$ cat config.mk
export PLATFORM = sky130hd
export DESIGN_NAME = div_iter
export DESIGN_NICKNAME = d
export VERILOG_FILES = /design/src/rtl/sys_defs.sv /design/src/rtl/div_iter_stage.sv /design/src/rtl/div_iter.sv
export SDC_FILE = /design/constraint.sdc
export NUM_CORES = 1
export LEC_CHECK = 0
export ABC_AREA = 1
export CELL_PAD_IN_SITES_DETAIL_PLACEMENT = 1
export CELL_PAD_IN_SITES_GLOBAL_PLACEMENT = 1
export CORE_MARGIN = 5
export CORE_UTILIZATION = 44
export DETAILED_ROUTE_END_ITERATION = 8
export PLACE_DENSITY = 0.92
export SLEW_MARGIN = 25
export SYNTH_ARGS = -nofsm -noshare
export SYNTH_HDL_FRONTEND = slang
export SYNTH_SLANG_ARGS = --single-unit
export TNS_END_PERCENT = 1
$ cat constraint.sdc
create_clock -name clock -period 5.4 [get_ports clock]
set_clock_uncertainty 0.1 [all_clocks]
set_input_delay 0.54 -clock clock [delete_from_list [all_inputs] [get_ports clock]]
set_output_delay 0.54 -clock clock [all_outputs]
set_load 0.01 [all_outputs]
$ cat src/rtl/sys_defs.sv
// Shared execute-stage definitions for the iterative divider.
//   XLEN        : integer operand/result width
//   DIV_LATENCY : CALC cycles for a non-special divide (issue scheduler uses it)
//   div_func_t  : RV32M divide/remainder function encoding
package sys_defs;

  localparam int unsigned XLEN        = 32;
  localparam int unsigned DIV_LATENCY = XLEN;

  typedef enum logic [1:0] {
    DIV  = 2'b00,
    DIVU = 2'b01,
    REM  = 2'b10,
    REMU = 2'b11
  } div_func_t;

endpackage

$ cat src/rtl/div_iter_stage.sv
// One combinational radix-2 restoring division step.
//   rem_in       : partial remainder (XLEN+1 bits)
//   divisor      : unsigned divisor magnitude
//   dividend_bit : next dividend bit shifted into the remainder
//   rem_out      : next partial remainder
//   quo_bit      : quotient bit produced by this step
module div_stage #(
  parameter int unsigned XLEN = 32
) (
  input  logic [XLEN:0]   rem_in,
  input  logic [XLEN-1:0] divisor,
  input  logic            dividend_bit,
  output logic [XLEN:0]   rem_out,
  output logic            quo_bit
);

  logic [XLEN:0]   shifted;
  logic [XLEN+1:0] diff;

  // A set rem_in MSB means the true shifted value exceeds 2^(XLEN+1), so
  // the subtraction must succeed; the low XLEN+1 bits of diff are still exact.
  always_comb begin
    shifted = {rem_in[XLEN-1:0], dividend_bit};
    diff    = {1'b0, shifted} - {2'b00, divisor};
    quo_bit = rem_in[XLEN] | ~diff[XLEN+1];
    rem_out = quo_bit ? diff[XLEN:0] : shifted;
  end

endmodule

$ cat src/rtl/div_iter.sv
// Iterative radix-2 restoring divider for RV32M DIV/DIVU/REM/REMU.
// One op in flight; one quotient bit per cycle; single-cycle done pulse.
//   clock, reset (sync, active-low)
//   start/func/dividend/divisor/tag_in : request, accepted when ready=1
//   flush    : abort any op, no done
//   ready    : high in IDLE or DONE
//   result   : quotient or remainder, held until next completion
//   tag_out  : tag of completing op
//   done     : one-cycle completion pulse
module div_iter #(
  parameter int unsigned XLEN  = 32,
  parameter int unsigned TAG_W = 6
) (
  input  logic             clock,
  input  logic             reset,
  input  logic             start,
  input  logic [1:0]       func,
  input  logic [XLEN-1:0]  dividend,
  input  logic [XLEN-1:0]  divisor,
  input  logic [TAG_W-1:0] tag_in,
  input  logic             flush,
  output logic             ready,
  output logic [XLEN-1:0]  result,
  output logic [TAG_W-1:0] tag_out,
  output logic             done
);

  import sys_defs::*;

  localparam logic [1:0] S_IDLE = 2'd0;
  localparam logic [1:0] S_CALC = 2'd1;
  localparam logic [1:0] S_DONE = 2'd2;

  localparam int unsigned     CNT_W   = $clog2(XLEN);
  localparam logic [CNT_W-1:0] CNT_LAST = CNT_W'(XLEN - 1);
  localparam logic [XLEN-1:0] MIN_NEG = {1'b1, {(XLEN-1){1'b0}}};

  logic [1:0]       state;
  logic [CNT_W-1:0] count;
  logic [XLEN:0]    rem_q;
  logic [XLEN-1:0]  quo_q;     // dividend bits shift out the top, quotient in the bottom
  logic [XLEN-1:0]  divisor_q;
  logic             quo_neg_q;
  logic             rem_neg_q;
  div_func_t        func_q;
  logic [TAG_W-1:0] tag_q;

  // accept-time decode
  div_func_t       func_in;
  logic            is_signed;
  logic            a_neg;
  logic            b_neg;
  logic [XLEN-1:0] a_abs;
  logic [XLEN-1:0] b_abs;
  logic            div_zero;
  logic            overflow;
  logic [XLEN-1:0] special_res;

  // iteration / completion
  logic [XLEN:0]   rem_nx;
  logic            quo_bit;
  logic [XLEN-1:0] quo_nx;
  logic [XLEN-1:0] quo_fix;
  logic [XLEN-1:0] rem_fix;

  assign ready = (state == S_IDLE) || (state == S_DONE);

  always_comb begin
    func_in     = div_func_t'(func);
    is_signed   = (func_in == DIV) || (func_in == REM);
    a_neg       = is_signed & dividend[XLEN-1];
    b_neg       = is_signed & divisor[XLEN-1];
    a_abs       = a_neg ? (~dividend + 1'b1) : dividend;
    b_abs       = b_neg ? (~divisor + 1'b1) : divisor;
    div_zero    = (divisor == '0);
    overflow    = is_signed && (dividend == MIN_NEG) && (divisor == '1);
    special_res = '0;
    if (div_zero)
      special_res = func[1] ? dividend : '1;
    else
      special_res = func[1] ? '0 : MIN_NEG;
  end

  div_stage #(.XLEN(XLEN)) u_stage (
    .rem_in       (rem_q),
    .divisor      (divisor_q),
    .dividend_bit (quo_q[XLEN-1]),
    .rem_out      (rem_nx),
    .quo_bit      (quo_bit)
  );

  always_comb begin
    quo_nx  = {quo_q[XLEN-2:0], quo_bit};
    quo_fix = quo_neg_q ? (~quo_nx + 1'b1) : quo_nx;
    rem_fix = rem_neg_q ? (~rem_nx[XLEN-1:0] + 1'b1) : rem_nx[XLEN-1:0];
  end

  always_ff @(posedge clock) begin
    if (!reset) begin
      state     <= S_IDLE;
      count     <= '0;
      rem_q     <= '0;
      quo_q     <= '0;
      divisor_q <= '0;
      quo_neg_q <= 1'b0;
      rem_neg_q <= 1'b0;
      func_q    <= DIV;
      tag_q     <= '0;
      result    <= '0;
      tag_out   <= '0;
      done      <= 1'b0;
    end else if (flush) begin
      state <= S_IDLE;
      done  <= 1'b0;
    end else begin
      case (state)
        S_CALC: begin
          rem_q <= rem_nx;
          quo_q <= quo_nx;
          count <= count + CNT_W'(1);
          if (count == CNT_LAST) begin
            result  <= ((func_q == REM) || (func_q == REMU)) ? rem_fix : quo_fix;
            tag_out <= tag_q;
            done    <= 1'b1;
            state   <= S_DONE;
          end
        end
        default: begin // S_IDLE, S_DONE
          done  <= 1'b0;
          state <= S_IDLE;
          if (start) begin
            func_q    <= func_in;
            tag_q     <= tag_in;
            divisor_q <= b_abs;
            quo_q     <= a_abs;
            rem_q     <= '0;
            count     <= '0;
            quo_neg_q <= a_neg ^ b_neg;
            rem_neg_q <= a_neg;
            if (div_zero || overflow) begin
              result  <= special_res;
              tag_out <= tag_in;
              done    <= 1'b1;
              state   <= S_DONE;
            end else begin
              state <= S_CALC;
            end
          end
        end
      endcase
    end
  end

endmodule

# Yosys cells after proc, flatten, opt, wreduce, memory -nomap -nowiden
# Cells that the tools add are included.
# word_totals
register_bits,153
output_inout_bits,40
# classes
addsub,6
eq_ne,9
muxes,31
n_bitwise,12
n_reduce_logical,15
# op_table
operator,count
32-bit two-way mux,14
32-bit by 1-bit adder with 32-bit output (second input constant),4
32-bit NOT,4
33-bit two-way mux,3
32-bit equality test (second input constant),2
33-bit by 32-bit subtractor with 34-bit output,1
32-bit logical NOT,1
6-bit two-way mux,4
5-bit two-way mux,2
2-bit equality test (second input constant),4
2-bit two-way mux,4
5-bit by 1-bit adder with 5-bit output (second input constant),1
5-bit equality test (second input constant),1
2-bit logical NOT,2
1-bit logical OR,4
1-bit two-way mux,4
1-bit NOT,4
4-bit AND reduction,1
2-bit nonzero test,2
3-bit AND reduction,1
1-bit AND,2
2-bit by 1-bit equality test with 1-bit output (second input constant),1
1-bit logical AND,2
2-bit inequality test (second input constant),1
4 further kinds,4

# Longest topological paths before layout
# Gate-level depths: netlist of run 1.
# logic_depth
depth_word,10
depth_mapped,30
mapped_depth_nobuf,28

# Cells and area by module
# Synthesis of run 1 repeated with hierarchy kept, for this count alone.
# hier_totals
cells_unflattened,2432
area_unflattened_um2,13581.8
# by_module_without_submodules
mod,n_inst,cells_per_inst,area_each_um2,seq_area_each_um2
div_iter,1,1763,10332.4,3022.9
div_stage,1,669,3249.4,0.0

# Worst setup path after synthesis of run 1
# Ideal clock, no wire load.
# synth_path
kind,reg2reg
from,reg divisor_q[24]
to,reg result[26]
arrival_ps,3318
setup_slack_ps,1850
path_stages_with_launch,30
path_buffers,1
path_cell_list,dfxtp_1 -> inv_1 -> ha_1 -> nand2_1 -> inv_1 -> nand2_1 -> inv_1 -> nand2_1 -> nand2_1 -> nand2_1 -> nand3_2 -> nor2_4 -> nand2_4 -> buf_8 -> inv_2 -> ha_1 -> nand4_1 -> inv_1 -> nand3_1 -> nor3_1 -> nand3b_1 -> nor2_1 -> nand4_1 -> nand2_1 -> o21ai_0 -> xor2_1 -> a21oi_1 -> nand2_1 -> nand2_1 -> a21oi_1
# synth_via
elab_chain_cells,10
elab_cells_between_ends,13
# synth_lines
item,line,rtl
start: declaration,div_iter.sv:42,logic [XLEN-1:0] divisor_q;
start signal: assignment,div_iter.sv:134,divisor_q <= b_abs;
33-bit by 32-bit subtractor with 34-bit output (*),div_iter_stage.sv:24,"diff = {1'b0, shifted} - {2'b00, divisor};"
1-bit NOT,div_iter_stage.sv:25,quo_bit = rem_in[XLEN] | ~diff[XLEN+1];
1-bit bitwise OR,div_iter_stage.sv:25,
33-bit two-way mux,div_iter_stage.sv:26,rem_out = quo_bit ? diff[XLEN:0] : shifted;
32-bit NOT,div_iter.sv:95,rem_fix = rem_neg_q ? (~rem_nx[XLEN-1:0] + 1'b1) : rem_nx[XLEN-1:0];
32-bit by 1-bit adder with 32-bit output,div_iter.sv:95,
32-bit two-way mux,div_iter.sv:95,
32-bit two-way mux (*),div_iter.sv:122,result <= ((func_q == REM) || (func_q == REMU)) ? rem_fix : quo_fix;
32-bit two-way mux (*),div_iter.sv:121,if (count == CNT_LAST) begin
32-bit two-way mux (*),div_iter.sv:116,case (state)
end signal: assignment,div_iter.sv:122,
end signal: assignment,div_iter.sv:141,result <= special_res;
end: declaration,div_iter.sv:23,"output logic [XLEN-1:0] result,"
# Every way passes the cells marked *; elsewhere a longest branch is shown, timed or not. The select of a mux whose other input is x is not followed.
# A chain may end at the register's enable or synchronous reset.

# Final worst setup path of run 1
# layout_path
from,reg rem_q[1]
to,reg result[26]
# layout_via
elab_chain_cells,10
elab_cells_between_ends,13
# layout_lines
item,line,rtl
start: declaration,div_iter.sv:40,logic [XLEN:0] rem_q;
start signal: assignment,div_iter.sv:118,rem_q <= rem_nx;
33-bit by 32-bit subtractor with 34-bit output,div_iter_stage.sv:24,
1-bit NOT,div_iter_stage.sv:25,
1-bit bitwise OR,div_iter_stage.sv:25,
33-bit two-way mux,div_iter_stage.sv:26,
32-bit NOT,div_iter.sv:95,
32-bit by 1-bit adder with 32-bit output,div_iter.sv:95,
32-bit two-way mux,div_iter.sv:95,
32-bit two-way mux (*),div_iter.sv:122,
32-bit two-way mux (*),div_iter.sv:121,
32-bit two-way mux (*),div_iter.sv:116,
# Marked as above.

==> results of run 1 <==
==> synthesized netlist by cell type, types with 4 or more instances <==
cell type  instances  share of area
a31oi_1           21          0.010
nand2_1          642           0.19
nand4_1           24          0.012
o31ai_1            4         0.0024
o221ai_1          14         0.0097
ha_1              39          0.038
nor4_1             7         0.0035
a21oi_1          189          0.075
xnor2_1            6         0.0041
xor2_1            34          0.023
or2_2              7         0.0035
o21bai_1           4         0.0024
nand3b_1           6         0.0036
nand3_2            4         0.0032
buf_1             10         0.0030
buf_2              9         0.0036
and3_1             4         0.0020
nor3_1            59          0.023
o211ai_1           8         0.0047
nor2_1           209          0.062
inv_2              6         0.0018
nand2_2           16         0.0079
o32ai_1           10         0.0069
dfxtp_1          151           0.24
o22ai_1           16         0.0079
clkbuf_1          67          0.020
o21ai_1           10         0.0039
nand3_1          169          0.067
nor2_2            12         0.0059
o21ai_0          126          0.050
inv_1            281          0.083
==> metrics by stage <==
step | setup WS, ps | area, um2 | utilization
6_report | 389 | 14700 | 0.514
5_1_grt | 3.04 | 14700 | 0.514
4_1_cts | 505 | 14700 | 0.514
3_5_place_dp | 726 | 14100 | 0.493
3_3_place_gp | 1030 | 14100 | 0.493
2_1_floorplan | 1850 | 12700 | -
==> sequential cells by signal, summed over array words and instances, names as in the netlist <==
name,cells
rem_q,33
divisor_q,32
quo_q,32
result,32
tag_out,6
tag_q,6
count,5
done,1
func_q,1
quo_neg_q,1
rem_neg_q,1
state,1
==> layout make-up <==
cell class	instances	share of cell area
multi-input combinational	1671	0.558
inverter	288	0.0737
timing repair buffer	133	0.0877
tap	384	0.0327
clock inverter	15	0.0125
sequential	151	0.206
clock buffer	17	0.0290
==> final timing paths <==
| kind | startpoint | slack (ps) | cells past startpoint | to |
|---|---|---|---|---|
| setup / recovery | rem_q[1] | 390 | 27 | result[26] |
| hold / removal | result[21] | 370 | 2 | result[21] |
| setup reg to reg | rem_q[1] | 390 | 27 | result[26] |
| hold reg to reg | result[21] | 370 | 2 | result[21] |
==> routing by layer <==
metal | vias up | routed length [um]
met3 | 218 | 5620
met2 | 838 | 25700
met4 | 4 | 2670
met5 | - | 20
li1 | 7286 | -
met1 | 7636 | 22800
==> worst reg2reg max path: stages (launching register included) <==
cell      delay [ps]
dfxtp_1          350
ha_1             420
nand2_1          140
nand2_1           60
nand2_1           90
nand2_1           80
nand2_1          110
nand3_2          130
nand2_2          140
nand2_4           80
nand3_4          290
nand2_4          190
inv_2            240
ha_1             260
nand4_1          150
inv_1            120
nand3_1          140
nor3_1           230
nand3b_1         170
nor2_1           290
nand4_1          210
nand2_1          150
o21ai_0          150
xor2_1           190
a21oi_1          150
nand2_1           80
nand2_1           60
a21oi_1           70
==> power groups by stage <==
stage,logic (W),clock network [W],registers (W)
2_1_floorplan,0.00106,0,0.00121
3_3_place_gp,0.00147,0,0.00122
3_5_place_dp,0.00152,0,0.00122
4_1_cts,0.00155,0.00129,0.00120
5_1_grt,0.00175,0.00134,0.00120
6_report,0.00159,0.00129,0.00120
==> cell usage in the layout (no fill, tap or decap), types with 5 or more instances in the layout <==
master	n
a21oi_1	189
a31oi_1	21
buf_4	18
clkbuf_16	17
clkdlybuf4s50_1	115
dfxtp_1	151
ha_1	39
inv_1	278
inv_2	9
inv_6	5
nand2_1	642
nand2_2	16
nand3_1	169
nand3b_1	6
nand4_1	24
nor2_1	207
nor2_2	13
nor3_1	59
nor4_1	7
o211ai_1	8
o21ai_0	126
o21ai_1	10
o221ai_1	14
o22ai_1	16
o32ai_1	10
or2_2	7
xnor2_1	6
xor2_1	34
==> logic make-up after synthesis <==
kind of cell | Yosys count | share of synthesized area
flip-flops | 151 | 0.238
adder cells (fa/ha/maj) | 40 | 0.0401
AND/OR/NAND/NOR | 1174 | 0.395
XOR/XNOR | 40 | 0.0276
buffers and inverters | 379 | 0.116
AO/OA/AOI/OAI | 417 | 0.183
==> impl_metrics.py, run 1 <==
metrics = {
    "worst_setup_path": {
        "slowest_stage": "ha_1",
        "critPathKind": "register to register",
        "critPathMaxStageDelay_ps": 420,
        "critPathBufInv": 2,
        "critical-path-top-delay-family": "simple AND/OR/NAND/NOR gates",
        "cp_common_cell": "nand2_1",
        "cp-end-kind": "register",
        "start_kind": "register",
        "worstPathMaxFanout": 27,
        "cp.arrival_ps": 5200,
        "crit_required_ps": 5590,
    },
    "global_route": {
        "grtUsageMet3": 0.0786,
        "grt_util_met1": 0.430,
        "grt_usage": 0.338,
        "gr-total-overflow": 0,
        "grt_max_degree": 85,
        "grt_pass1_vias": 16200,
        "use_met2": 0.548,
        "grt_pass1_wl_um": 89000,
        "top_usage_layer": "met2",
        "antenna_found_initial": 2,
    },
    "routing": {
        "routed_wl_um": 56800,
        "drt-wirelength-per-cell_um": 21.4,
        "ant_nets": 0,
        "drtIter0Drc": 1587,
        "drt_pre_antenna_iters": 6,
        "viasPerCell": 6.01,
        "route.detailed.drc": 0,
        "vias": 16000,
    },
    "power_and_ir_drop": {
        "leakage_nw": 6.79,
        "power.net_switching_w": 0.00179,
        "ir_worst_vdd_v": 0.000203,
        "p_clk_frac": 0.316,
        "sw_frac_of_total": 0.438,
        "finalPower_w": 0.00409,
        "comb_power_share": 0.390,
        "p_int_w": 0.00230,
        "seqPwrFrac": 0.294,
        "p_per_area_nw_per_um2": 278,
    },
    "flow_run": {
        "max-cap-violations": 0,
    },
    "floorplanning": {
        "fp.dieH_um": 180,
        "start_util": 0.444,
        "ioPinCount": 116,
        "core-area_um2": 28500,
        "dieArea_um2": 32300,
        "die_w_um": 180,
        "row_count": 62,
    },
    "placed_design": {
        "port-buffer-count": 115,
        "dpl.hpwl_um": 41600,
        "gp_congestion": 0.948,
        "dpl.cell_count": 2627,
    },
    "synth": {
        "synthCells": 2201,
        "synth_ff_type": "dfxtp_1",
        "ys_types": 52,
        "synth_async_sr_flop_share": 0,
        "ys_ff_latch": 151,
        "synth_edf_count": 0,
        "synth_fp_nets": 2317,
        "syn_area_per_cell_um2": 5.76,
        "seq_area_frac_synth": 0.238,
        "yosysWarnings": 0,
        "syn_area_um2": 12700,
    },
    "clocking": {
        "cts_buffers": 17,
        "cts_resized": 0,
        "post-cts-setup-buffers": 0,
        "root_buffer": "clkbuf_16",
        "cts_hold_buffers": 0,
        "cts_buffer_depth": 2,
        "clk_pin_slew_ps": 70,
        "cts_tree": "built",
        "insertion_delay_ps": 450,
        "cts.sinks": 151,
        "cts_max_level": 4,
    },
    "timing": {
        "relSlewSlack": 0.295,
        "hold_viol": 0,
        "period_needed_ps": 5010,
        "fin_crit_sh": 0.928,
        "tightest_slew_ps": 1060,
        "fmax_ghz": 0.200,
        "fin_tns_setup_ps": 0,
        "fin_hold_ws_ps": 371,
        "drv_slew": 0,
        "rsz0062_at_grt": "no",
        "setup_viol": 0,
    },
    "layout": {
        "multiInputGateArea_um2": 8190,
        "seqCellArea_um2": 3020,
        "nFillCells": 4111,
        "finalNetCount": 2378,
        "fin_cells": 2659,
        "area.growth.synth_to_final_pct": 15.7,
        "drive_gt1_frac": 0.0510,
        "diodes": 0,
    },
    "outcome": {
        "outcome": "finished, final reports clean",
    },
    "hold_path": {
        "min_path_type": "register to register",
    },
}
Power figures use the tool's default switching activity.
==> run 2, diff against run 1 <==
Settings changed: ABC_CLOCK_PERIOD_IN_PS set to 5400, CORE_UTILIZATION 44 to 29, PLACE_DENSITY 0.92 to 0.66, SLEW_MARGIN 25 to 10.
==> run 2 against run 1 <==
  * Global-route usage down 11 points
  * Maximum frequency rose by 12%
  * Hold slack worse by 5.4 ps
  * Register-to-register slack improved by 530 ps
  * Power decreased by 1.0%
  * Critical path type unchanged
  * Clock-buffer cell count did not move
  * First-iteration DRC count is 30% lower
  * Combinational power hardly changed
  * Sequential cell count did not move
  * Sequential power hardly changed
==> impl_metrics.py, run 2 (synthesized netlist as in run 1, its figures left out) <==
metrics = {
    "timing": {
        "relSlewSlack": 0.300,
        "drv_slew": 0,
        "fmax_ghz": 0.223,
        "fin_tns_setup_ps": 0,
        "tightest_slew_ps": 1050,
        "period_needed_ps": 4480,
        "hold_viol": 0,
        "fin_hold_ws_ps": 366,
        "fin_crit_sh": 0.830,
        "rsz0062_at_grt": "no",
        "setup_viol": 0,
    },
    "power_and_ir_drop": {
        "p_int_w": 0.00232,
        "seqPwrFrac": 0.296,
        "power.net_switching_w": 0.00172,
        "p_clk_frac": 0.315,
        "sw_frac_of_total": 0.425,
        "leakage_nw": 6.79,
        "ir_worst_vdd_v": 0.000249,
        "p_per_area_nw_per_um2": 271,
        "comb_power_share": 0.389,
    },
    "clocking": {
        "cts.sinks": 151,
        "cts_tree": "built",
        "cts_resized": 0,
        "root_buffer": "clkbuf_16",
        "cts_buffers": 17,
        "clk_pin_slew_ps": 80,
        "cts_max_level": 4,
        "insertion_delay_ps": 460,
        "cts_hold_buffers": 0,
        "post-cts-setup-buffers": 0,
        "cts_buffer_depth": 2,
    },
    "layout": {
        "seqCellArea_um2": 3020,
        "fin_cells": 2864,
        "regMostFlops": "rem_q",
        "largest_register_ffs": 33,
        "drive_gt1_frac": 0.0527,
        "area.growth.synth_to_final_pct": 17.8,
        "finalNetCount": 2381,
        "multiInputGateArea_um2": 8190,
        "final_util": 0.346,
        "nFillCells": 5836,
        "final_common_cell": "nand2_1",
        "final_cell_mix": "nand2_1 (641), inv_1 (278), nor2_1 (207)",
    },
    "floorplanning": {
        "dieArea_um2": 48000,
        "fp.dieH_um": 219,
        "row_count": 76,
        "core-area_um2": 43200,
        "die_w_um": 219,
        "start_util": 0.294,
        "ioPinCount": 116,
    },
    "hold_path": {
        "min_path_type": "register to register",
        "holdCritStartpoint": "quo_q[29]",
        "min_path_cells": 2,
        "hold_end": "quo_q[29]",
    },
    "global_route": {
        "use_met2": 0.376,
        "grtUsageMet3": 0.0309,
        "antenna_found_initial": 2,
        "grt_pass1_vias": 15100,
        "grt_max_degree": 85,
        "top_usage_layer": "met2",
        "grt_usage": 0.233,
        "grt_pass1_wl_um": 87400,
        "gr-total-overflow": 0,
        "grt_util_met1": 0.323,
    },
    "worst_setup_path": {
        "cp.arrival_ps": 4780,
        "critical-path-top-delay-family": "simple AND/OR/NAND/NOR gates",
        "r2r_slack_ps": 920,
        "path_cells": "inv_1, ha_1, nand2_1, nor2_1, inv_1, nor2_1, nand3_4, nand2_4, buf_4, nand2_1, o21ai_1, ha_1, nand3_1, inv_1, nand2_1, nor2_2, nand3_1, nand2_2, nand2_1, nand2_1, nand3_1, nand2_1, nand2_1, a21oi_1",
        "start_kind": "register",
        "cp-end-kind": "register",
        "critPathBufInv": 4,
        "worstPathMaxFanout": 47,
        "critPathKind": "register to register",
        "slowest_stage": "buf_4",
        "r2r_start": "divisor_q[17]",
        "timing.rr.end": "result[28]",
        "cp_common_cell": "nand2_1",
        "rr_worst_depth": 24,
        "critPathMaxStageDelay_ps": 470,
        "crit_required_ps": 5690,
    },
    "placed_design": {
        "dpl.cell_count": 2831,
        "dpl.hpwl_um": 44200,
        "port-buffer-count": 115,
        "gp_congestion": 0.896,
    },
    "routing": {
        "vias": 15000,
        "viasPerCell": 5.22,
        "drt_pre_antenna_iters": 5,
        "routed_wl_um": 56300,
        "route.detailed.drc": 0,
        "drtIter0Drc": 1109,
        "ant_nets": 0,
        "drt-wirelength-per-cell_um": 19.7,
    },
    "flow_run": {
        "max-cap-violations": 0,
    },
    "outcome": {
        "outcome": "finished, final reports clean",
    },
}
==> run 2: tightest hold or removal path, delay by kind of cell (launching register included) <==
kind / cells / cell delay (ps)
flops: 1 / 310
compound gates: 1 / 50
simple gates: 1 / 60
==> run 2: worst max-delay path by stage <==
| stage | from | end | slack [ps] | depth (start not counted) |
|---|---|---|---|---|
| 2_1_floorplan | divisor_q[24] | result[26] | 1850 | 29 |
| 3_3_place_gp | divisor_q[17] | result[28] | 1000 | 24 |
| 3_5_place_dp | divisor[0] | result[13] | 870 | 19 |
| 4_1_cts | divisor_q[17] | result[28] | 900 | 24 |
| 5_1_grt | divisor_q[17] | result[28] | 530 | 24 |
| 6_report | divisor_q[17] | result[28] | 920 | 24 |
==> run 2: power groups by stage <==
stage | clock (W) | sequential [W] | combinational, W
finish | 0.00127 | 0.00120 | 0.00157
global route | 0.00134 | 0.00120 | 0.00175
CTS | 0.00129 | 0.00120 | 0.00157
detailed placement | 0 | 0.00122 | 0.00156
global placement | 0 | 0.00122 | 0.00153
floorplan | 0 | 0.00121 | 0.00106
==> run 2: layer usage <==
metal | up-vias | wire length [um]
met5 | - | 0
met4 | 0 | 1540
met3 | 70 | 2720
met2 | 370 | 25500
met1 | 7211 | 26600
li1 | 7310 | -
==> run 2: final cells by class <==
cell class | count | share of cell area
Inverter | 288 | 0.0724
Multi-Input combinational cell | 1671 | 0.549
Tap cell | 585 | 0.0490
Clock buffer | 17 | 0.0285
Clock inverter | 15 | 0.0112
Antenna cell | 1 | 0.000168
Sequential cell | 151 | 0.202
Timing Repair Buffer | 136 | 0.0876
==> run 2: per-stage QoR <==
step / total power [W] / cell area, um2 / worst slack (ps)
6_report: 0.00404 / 14900 / 917
4_1_cts: 0.00405 / 14900 / 899
5_1_grt: 0.00429 / 14900 / 526
2_1_floorplan: 0.00226 / 12700 / 1850
3_3_place_gp: 0.00275 / 14300 / 1000
3_5_place_dp: 0.00278 / 14300 / 872
